File: config.mk
export PLATFORM = sky130hd
export DESIGN_NAME = wb_port_sequencer_flat
export DESIGN_NICKNAME = d
export VERILOG_FILES = /design/src/rtl/wb_port_sequencer_pkg.sv /design/src/rtl/wb_port_sequencer_if.sv /design/src/rtl/wb_port_sequencer.sv /design/src/flat_wrapper.sv
export SDC_FILE = /design/constraint.sdc
export NUM_CORES = 1
export LEC_CHECK = 0
export ABC_AREA = 1
export BUFFER_PORTS_ARGS = -buffer_cell sky130_fd_sc_hd__buf_2
export CAP_MARGIN = 20
export CORE_MARGIN = 4
export CORE_UTILIZATION = 50
export CTS_CLUSTER_DIAMETER = 80
export CTS_CLUSTER_SIZE = 25
export DETAILED_ROUTE_END_ITERATION = 10
export PLACE_DENSITY = 0.86
export SYNTH_ARGS = -nofsm -noshare
export SYNTH_HDL_FRONTEND = slang
export SYNTH_SLANG_ARGS = --single-unit
File: constraint.sdc
create_clock -name CLK -period 2.46 [get_ports CLK]
set_clock_uncertainty 0.05 [all_clocks]
set_input_delay 0.123 -clock CLK [delete_from_list [all_inputs] [get_ports CLK]]
set_output_delay 0.123 -clock CLK [all_outputs]
set_load 0.05 [all_outputs]
File: src/rtl/wb_port_sequencer_pkg.sv
// Shared types and constants for the writeback-port / data-memory sequencer.
// The FSM walks IDLE -> REQ -> (WAIT) -> WB for every lw/sw.
package wb_seq_pkg;

  typedef enum logic [1:0] {
    IDLE = 2'd0,
    REQ  = 2'd1,
    WAIT = 2'd2,
    WB   = 2'd3
  } state_t;

  localparam int REG_ZERO = 0;

endpackage

File: src/rtl/wb_port_sequencer_if.sv
// Bundles the decoder, data-memory and register-file write-port signals.
// master = the sequencer, slave = the surrounding datapath/memory.
interface wb_port_sequencer_if #(
  parameter int DATA_WIDTH     = 32,
  parameter int REG_ADDR_WIDTH = 5
);

  logic                      INSTR_VALID;
  logic                      REG_WRITE;
  logic                      MEM_TO_REG;
  logic                      MEM_WRITE;
  logic [REG_ADDR_WIDTH-1:0] WRITE_REG;
  logic [DATA_WIDTH-1:0]     ALU_RESULT;
  logic [DATA_WIDTH-1:0]     WRITE_DATA;

  logic                      MEM_REQ;
  logic                      MEM_WE;
  logic [DATA_WIDTH-1:0]     MEM_ADDR;
  logic [DATA_WIDTH-1:0]     MEM_WDATA;
  logic                      MEM_GNT;
  logic                      MEM_RVALID;
  logic [DATA_WIDTH-1:0]     MEM_RDATA;

  logic                      REG_FILE_WE3;
  logic [REG_ADDR_WIDTH-1:0] REG_FILE_A3;
  logic                      REG_FILE_WD3_SEL;
  logic [DATA_WIDTH-1:0]     DATA_MEM_RD_Q;
  logic                      STALL;
  logic                      BUS_ERR;

  modport master (
    input  INSTR_VALID, REG_WRITE, MEM_TO_REG, MEM_WRITE, WRITE_REG,
    input  ALU_RESULT, WRITE_DATA,
    output MEM_REQ, MEM_WE, MEM_ADDR, MEM_WDATA,
    input  MEM_GNT, MEM_RVALID, MEM_RDATA,
    output REG_FILE_WE3, REG_FILE_A3, REG_FILE_WD3_SEL, DATA_MEM_RD_Q,
    output STALL, BUS_ERR
  );

  modport slave (
    output INSTR_VALID, REG_WRITE, MEM_TO_REG, MEM_WRITE, WRITE_REG,
    output ALU_RESULT, WRITE_DATA,
    input  MEM_REQ, MEM_WE, MEM_ADDR, MEM_WDATA,
    output MEM_GNT, MEM_RVALID, MEM_RDATA,
    input  REG_FILE_WE3, REG_FILE_A3, REG_FILE_WD3_SEL, DATA_MEM_RD_Q,
    input  STALL, BUS_ERR
  );

endinterface

File: src/rtl/wb_port_sequencer.sv
// Register-file write-port and data-memory handshake sequencer for a MIPS core.
// ALU ops write back in the same cycle; lw/sw stall the PC through REQ/WAIT/WB.
module wb_port_sequencer
  import wb_seq_pkg::*;
#(
  parameter int DATA_WIDTH     = 32,
  parameter int REG_ADDR_WIDTH = 5,
  parameter int TIMEOUT_CYCLES = 16
) (
  input logic               CLK,
  input logic               RST,
  wb_port_sequencer_if.master bus
);

  localparam int CNT_W = (TIMEOUT_CYCLES > 1) ? $clog2(TIMEOUT_CYCLES) : 1;
  localparam logic [CNT_W-1:0] CNT_LAST =
      CNT_W'((TIMEOUT_CYCLES > 0) ? (TIMEOUT_CYCLES - 1) : 0);
  localparam bit TIMEOUT_EN = (TIMEOUT_CYCLES > 0);
  localparam logic [REG_ADDR_WIDTH-1:0] RZ = REG_ADDR_WIDTH'(REG_ZERO);

  state_t state, next_state;

  logic [DATA_WIDTH-1:0]     addr_q;
  logic [DATA_WIDTH-1:0]     wdata_q;
  logic [REG_ADDR_WIDTH-1:0] rd_q;
  logic                      store_q;
  logic                      timed_out_q;
  logic [CNT_W-1:0]          cnt_q;
  logic [DATA_WIDTH-1:0]     rd_data_q;
  logic                      bus_err_q;

  logic                      mem_op;
  logic                      timeout_reached;
  logic                      latch_en;
  logic                      capture_en;
  logic                      timeout_hit;

  logic                      mem_req;
  logic                      mem_we;
  logic [DATA_WIDTH-1:0]     mem_addr;
  logic [DATA_WIDTH-1:0]     mem_wdata;
  logic                      we3;
  logic [REG_ADDR_WIDTH-1:0] a3;
  logic                      wd3_sel;
  logic                      stall;

  assign mem_op          = bus.INSTR_VALID & (bus.MEM_TO_REG | bus.MEM_WRITE);
  assign timeout_reached = TIMEOUT_EN && (cnt_q == CNT_LAST);

  always_ff @(posedge CLK) begin
    if (RST) state <= IDLE;
    else     state <= next_state;
  end

  // Reset gates every output combinationally so MEM_REQ drops in the reset cycle itself.
  always_comb begin
    next_state  = state;
    latch_en    = 1'b0;
    capture_en  = 1'b0;
    timeout_hit = 1'b0;
    mem_req     = 1'b0;
    mem_we      = 1'b0;
    mem_addr    = '0;
    mem_wdata   = '0;
    we3         = 1'b0;
    a3          = '0;
    wd3_sel     = 1'b0;
    stall       = 1'b0;
    if (RST) begin
      next_state = IDLE;
    end else begin
      unique case (state)
        IDLE: begin
          if (mem_op) begin
            stall      = 1'b1;
            latch_en   = 1'b1;
            next_state = REQ;
          end else begin
            we3 = bus.INSTR_VALID & bus.REG_WRITE & (bus.WRITE_REG != RZ);
            a3  = bus.INSTR_VALID ? bus.WRITE_REG : '0;
          end
        end
        REQ: begin
          mem_req   = 1'b1;
          mem_we    = store_q;
          mem_addr  = addr_q;
          mem_wdata = wdata_q;
          stall     = 1'b1;
          if (bus.MEM_GNT && (store_q || bus.MEM_RVALID)) begin
            capture_en = ~store_q;
            next_state = WB;
          end else if (timeout_reached) begin
            timeout_hit = 1'b1;
            next_state  = WB;
          end else if (bus.MEM_GNT) begin
            next_state = WAIT;
          end
        end
        WAIT: begin
          stall = 1'b1;
          if (bus.MEM_RVALID) begin
            capture_en = 1'b1;
            next_state = WB;
          end else if (timeout_reached) begin
            timeout_hit = 1'b1;
            next_state  = WB;
          end
        end
        WB: begin
          we3        = ~store_q & ~timed_out_q & (rd_q != RZ);
          a3         = rd_q;
          wd3_sel    = ~store_q;
          next_state = IDLE;
        end
        default: next_state = IDLE;
      endcase
    end
  end

  // The counter only matters while in REQ/WAIT; it is re-cleared when each new op is latched.
  always_ff @(posedge CLK) begin
    if (RST) begin
      addr_q      <= '0;
      wdata_q     <= '0;
      rd_q        <= '0;
      store_q     <= 1'b0;
      timed_out_q <= 1'b0;
      cnt_q       <= '0;
      rd_data_q   <= '0;
      bus_err_q   <= 1'b0;
    end else begin
      if (latch_en) begin
        addr_q      <= bus.ALU_RESULT;
        wdata_q     <= bus.WRITE_DATA;
        rd_q        <= bus.WRITE_REG;
        store_q     <= bus.MEM_WRITE;
        timed_out_q <= 1'b0;
        cnt_q       <= '0;
      end else if (state == REQ || state == WAIT) begin
        cnt_q <= cnt_q + CNT_W'(1);
      end
      if (capture_en) rd_data_q <= bus.MEM_RDATA;
      if (timeout_hit) begin
        bus_err_q   <= 1'b1;
        timed_out_q <= 1'b1;
      end
    end
  end

  assign bus.MEM_REQ          = mem_req;
  assign bus.MEM_WE           = mem_we;
  assign bus.MEM_ADDR         = mem_addr;
  assign bus.MEM_WDATA        = mem_wdata;
  assign bus.REG_FILE_WE3     = we3;
  assign bus.REG_FILE_A3      = a3;
  assign bus.REG_FILE_WD3_SEL = wd3_sel;
  assign bus.DATA_MEM_RD_Q    = rd_data_q;
  assign bus.STALL            = stall;
  assign bus.BUS_ERR          = bus_err_q;

endmodule

File: src/flat_wrapper.sv
// flat-port wrapper written by rule: the top's interface ports become plain ports
module wb_port_sequencer_flat import wb_seq_pkg::*;
#(
  parameter int DATA_WIDTH     = 32,
  parameter int REG_ADDR_WIDTH = 5,
  parameter int TIMEOUT_CYCLES = 16
)
  (CLK, RST, bus_INSTR_VALID, bus_REG_WRITE, bus_MEM_TO_REG, bus_MEM_WRITE, bus_WRITE_REG, bus_ALU_RESULT, bus_WRITE_DATA, bus_MEM_REQ, bus_MEM_WE, bus_MEM_ADDR, bus_MEM_WDATA, bus_MEM_GNT, bus_MEM_RVALID, bus_MEM_RDATA, bus_REG_FILE_WE3, bus_REG_FILE_A3, bus_REG_FILE_WD3_SEL, bus_DATA_MEM_RD_Q, bus_STALL, bus_BUS_ERR);
  wb_port_sequencer_if #(.DATA_WIDTH(DATA_WIDTH), .REG_ADDR_WIDTH(REG_ADDR_WIDTH)) bus_i ();
  input logic CLK;
  input logic RST;
  input wire logic [$bits(bus_i.INSTR_VALID)-1:0] bus_INSTR_VALID;
  input wire logic [$bits(bus_i.REG_WRITE)-1:0] bus_REG_WRITE;
  input wire logic [$bits(bus_i.MEM_TO_REG)-1:0] bus_MEM_TO_REG;
  input wire logic [$bits(bus_i.MEM_WRITE)-1:0] bus_MEM_WRITE;
  input wire logic [$bits(bus_i.WRITE_REG)-1:0] bus_WRITE_REG;
  input wire logic [$bits(bus_i.ALU_RESULT)-1:0] bus_ALU_RESULT;
  input wire logic [$bits(bus_i.WRITE_DATA)-1:0] bus_WRITE_DATA;
  output wire logic [$bits(bus_i.MEM_REQ)-1:0] bus_MEM_REQ;
  output wire logic [$bits(bus_i.MEM_WE)-1:0] bus_MEM_WE;
  output wire logic [$bits(bus_i.MEM_ADDR)-1:0] bus_MEM_ADDR;
  output wire logic [$bits(bus_i.MEM_WDATA)-1:0] bus_MEM_WDATA;
  input wire logic [$bits(bus_i.MEM_GNT)-1:0] bus_MEM_GNT;
  input wire logic [$bits(bus_i.MEM_RVALID)-1:0] bus_MEM_RVALID;
  input wire logic [$bits(bus_i.MEM_RDATA)-1:0] bus_MEM_RDATA;
  output wire logic [$bits(bus_i.REG_FILE_WE3)-1:0] bus_REG_FILE_WE3;
  output wire logic [$bits(bus_i.REG_FILE_A3)-1:0] bus_REG_FILE_A3;
  output wire logic [$bits(bus_i.REG_FILE_WD3_SEL)-1:0] bus_REG_FILE_WD3_SEL;
  output wire logic [$bits(bus_i.DATA_MEM_RD_Q)-1:0] bus_DATA_MEM_RD_Q;
  output wire logic [$bits(bus_i.STALL)-1:0] bus_STALL;
  output wire logic [$bits(bus_i.BUS_ERR)-1:0] bus_BUS_ERR;
  assign bus_i.INSTR_VALID = bus_INSTR_VALID;
  assign bus_i.REG_WRITE = bus_REG_WRITE;
  assign bus_i.MEM_TO_REG = bus_MEM_TO_REG;
  assign bus_i.MEM_WRITE = bus_MEM_WRITE;
  assign bus_i.WRITE_REG = bus_WRITE_REG;
  assign bus_i.ALU_RESULT = bus_ALU_RESULT;
  assign bus_i.WRITE_DATA = bus_WRITE_DATA;
  assign bus_MEM_REQ = bus_i.MEM_REQ;
  assign bus_MEM_WE = bus_i.MEM_WE;
  assign bus_MEM_ADDR = bus_i.MEM_ADDR;
  assign bus_MEM_WDATA = bus_i.MEM_WDATA;
  assign bus_i.MEM_GNT = bus_MEM_GNT;
  assign bus_i.MEM_RVALID = bus_MEM_RVALID;
  assign bus_i.MEM_RDATA = bus_MEM_RDATA;
  assign bus_REG_FILE_WE3 = bus_i.REG_FILE_WE3;
  assign bus_REG_FILE_A3 = bus_i.REG_FILE_A3;
  assign bus_REG_FILE_WD3_SEL = bus_i.REG_FILE_WD3_SEL;
  assign bus_DATA_MEM_RD_Q = bus_i.DATA_MEM_RD_Q;
  assign bus_STALL = bus_i.STALL;
  assign bus_BUS_ERR = bus_i.BUS_ERR;
  wb_port_sequencer #(.DATA_WIDTH(DATA_WIDTH), .REG_ADDR_WIDTH(REG_ADDR_WIDTH), .TIMEOUT_CYCLES(TIMEOUT_CYCLES)) u_core (.CLK(CLK), .RST(RST), .bus(bus_i));
endmodule
==> flow_summary.json <==
{
  "status": "completed",
  "power_mw": 5.082,
  "p_sw_share_pct": 38.38,
  "whs_path_depth": 3,
  "synth_fp_nets": 720,
  "route.detailed.drc": 0,
  "core-area_sq_um": 8721,
  "num_vias": 5186,
  "grt_pass1_wl_um": 23000,
  "ant_nets": 0,
  "fillers": 542,
  "ir_drop_mv": 0.3644,
  "max-cap-violations": 0,
  "ys_warn_count": 0,
  "layout_min_cycle_time_ps": 2239,
  "hpwl_um": 8910,
  "power.share.combinational_pct": 35.3,
  "clock-sinks": 110,
  "gp_congestion": 0.8866,
  "synth_edf_count": 0,
  "gr-usage-all-layers_pct": 27.16,
  "setup_ws_ps": 220.9,
  "setup_violations": 0,
  "synthToLayoutAreaGrowth_pct": 52.55,
  "stdcell_area_sq_um": 6862,
  "syn_area_per_cell_sq_um": 7.435,
  "die_area_sq_um": 10580,
  "diodes": 0,
  "post-place-ws_ps": 532.0,
  "path_max_fanout": 7,
  "nets": 1020,
  "setup_tns_ps": 0,
  "postPlaceCellArea_sq_um": 5634,
  "cp.arrival_ps": 2070,
  "ys_ff_latch": 110,
  "synth_common_cells": "147 x inv_1, 110 x dfxtp_1, 72 x nand3_1, 71 x nor2_1, 69 x o22ai_1",
  "clockBufferDepth": 2,
  "worstReg2RegStart": "u_core.state[0]",
  "synth.area.top_cells": "dfxtp_1 49%, inv_1 12%, o22ai_1 9.6%",
  "synth_area_sq_um": 4498,
  "drive_gt1_share_pct": 27.47,
  "clock_latency_ps": 350,
  "overflow": 0,
  "cts_buffers": 9,
  "grt_max_degree": 71,
  "synth_most_common_cell": "inv_1",
  "drt-initial-drc-count": 218,
  "io_pins": 216,
  "hold_class": "input port to flop",
  "finalWirelength_um": 14840,
  "ys_seq_area_share_pct": 48.96,
  "p_int_mw": 3.132,
  "start_util_pct": 51.58,
  "cp-start-kind": "flop",
  "final_hold_viol_count": 0,
  "viasPerCell": 5.094,
  "slew_violations": 0,
  "r2r_slack_ps": 480,
  "tightestPinTransition_ps": 556.6,
  "ys_async_sr_fraction_pct": 0,
  "hold_end": "u_core.rd_q[4]",
  "hp-start": "bus_WRITE_REG[4]",
  "p_per_area_nw_per_um2": 740.6,
  "cp_data_required_time_ps": 2290,
  "die_h_um": 102.8,
  "ctsHtreeMaxLevel": 3,
  "r2r_cells": 7,
  "cts_tree": "built",
  "netlist.area_leader.share_pct": 48.96,
  "yosys.area.top_type": "dfxtp_1",
  "slew_headroom_pct": 62.76,
  "synthDistinctLibCells": 24,
  "p_leak_nw": 3.568,
  "cts_resized": 0,
  "antenna_found_initial": 0,
  "finalCritPeriodShare_pct": 91.02,
  "synth_ff_type": "dfxtp_1",
  "end_kind": "output pin",
  "clk_pin_slew_ps": 110,
  "hold_buffers": 101,
  "pwr-share-clk_pct": 22.6,
  "cts-root-buf": "clkbuf_8",
  "grt_pass1_vias": 5140,
  "max_freq_mhz": 446.6,
  "power.switching_mw": 1.950,
  "reg2reg_to": "u_core.bus.DATA_MEM_RD_Q[3]",
  "drtPass1Iterations": 5,
  "p_seq_share_pct": 42.1,
  "wl_per_cell_um": 14.58,
  "rows": 34,
  "critPathKind": "flop to output pin",
  "synth_cells": 605,
  "rsz0062_at_grt": "false",
  "post-cts-setup-buffers": 0,
  "io_buffers": 215,
  "die_w_um": 102.8
}
[final cells by class]
| cell class | count | area, sq um | area share (%) |
|---|---|---|---|
| sequential | 110 | 2202 | 32.09 |
| clock buffer | 11 | 151.4 | 2.206 |
| inverter | 150 | 563.0 | 8.206 |
| timing repair buffer | 323 | 2177 | 31.73 |
| multi-input combinational | 311 | 1568 | 22.85 |
| clock inverter | 5 | 65.06 | 0.9482 |
| tap | 108 | 135.1 | 1.969 |
[power groups by stage]
stage	registers (mW)	logic [mW]	clock network (mW)
final	2.14	1.80	1.15
after floorplan	2.34	1.05	0
after detailed placement	2.17	1.64	0
after global routing	2.16	1.94	1.24
after global placement	2.16	1.58	0
after CTS	2.13	1.76	1.17
[cells in the final DEF, fill, tap and decap left out, types with 2 or more instances in the layout]
master,instances
buf_4,4
o21ai_1,2
inv_1,147
inv_2,3
o22ai_1,69
buf_12,3
ha_1,6
nand2_2,3
a21oi_1,12
o21ai_0,3
inv_6,2
nand3_1,71
clkinv_4,2
dfxtp_1,110
clkbuf_8,11
nor3_1,4
dlygate4sd3_1,101
nor2_1,70
nand2_1,60
buf_2,215
[metrics by stage]
| stage | cells | hold slack (ps) | util, % |
|---|---|---|---|
| floorplan | 605 | 142.1 | - |
| global placement | 901 | 298.9 | 64.61 |
| detailed placement | 901 | 299.5 | 64.61 |
| CTS | 1018 | 0.1691 | 78.68 |
| global route | 1018 | 6.047 | 78.68 |
| finish | 1018 | 16.15 | 78.68 |
[how the worst max path moves through the flow]
stage,from,endpoint,slack (ps),cells after the start
finish,u_core.state[0],bus_REG_FILE_A3[3],220,6
global route,u_core.state[0],bus_REG_FILE_A3[0],100,6
CTS,u_core.state[0],bus_REG_FILE_A3[4],220,6
detailed placement,u_core.state[0],u_core.bus.DATA_MEM_RD_Q[8],530,7
global placement,u_core.state[0],u_core.bus.DATA_MEM_RD_Q[27],680,7
floorplan,u_core.state[1],bus_MEM_ADDR[12],110,8
[flip-flops by register name, summed over array words and instances (netlist names)]
signal / count
u_core.timed_out_q: 1
u_core.wdata_q: 32
u_core.rd_q: 5
u_core.store_q: 1
u_core.state: 2
u_core.addr_q: 32
u_core.bus.BUS_ERR: 1
u_core.cnt_q: 4
u_core.bus.DATA_MEM_RD_Q: 32
[per-layer routing]
layer | share of wire [%] | global-route usage (%)
met5 | 0 | 0
met3 | 7.4 | 6.022
met1 | 36 | 27.97
met4 | 4.3 | 14.14
met2 | 53 | 50.99
[critical path, stage by stage (launching register included)]
cell and delay [ps]:
dfxtp_1 440, inv_1 90, ha_1 390, inv_1 170, nand2_1 190, a21oi_1 160
buf_2 280
[cell families (layout without fill, tap and decap cells)]
logic type	count (synthesis)	after routing	share of synthesized area, %
DFF	110	110	48.96
adders and majority gates	6	6	1.669
and+or+nand+nor	215	215	20.64
AOI/OAI and AO/OA	90	90	12.38
buffers and inverters	184	489	16.36
(Power assumes the default switching activity.)
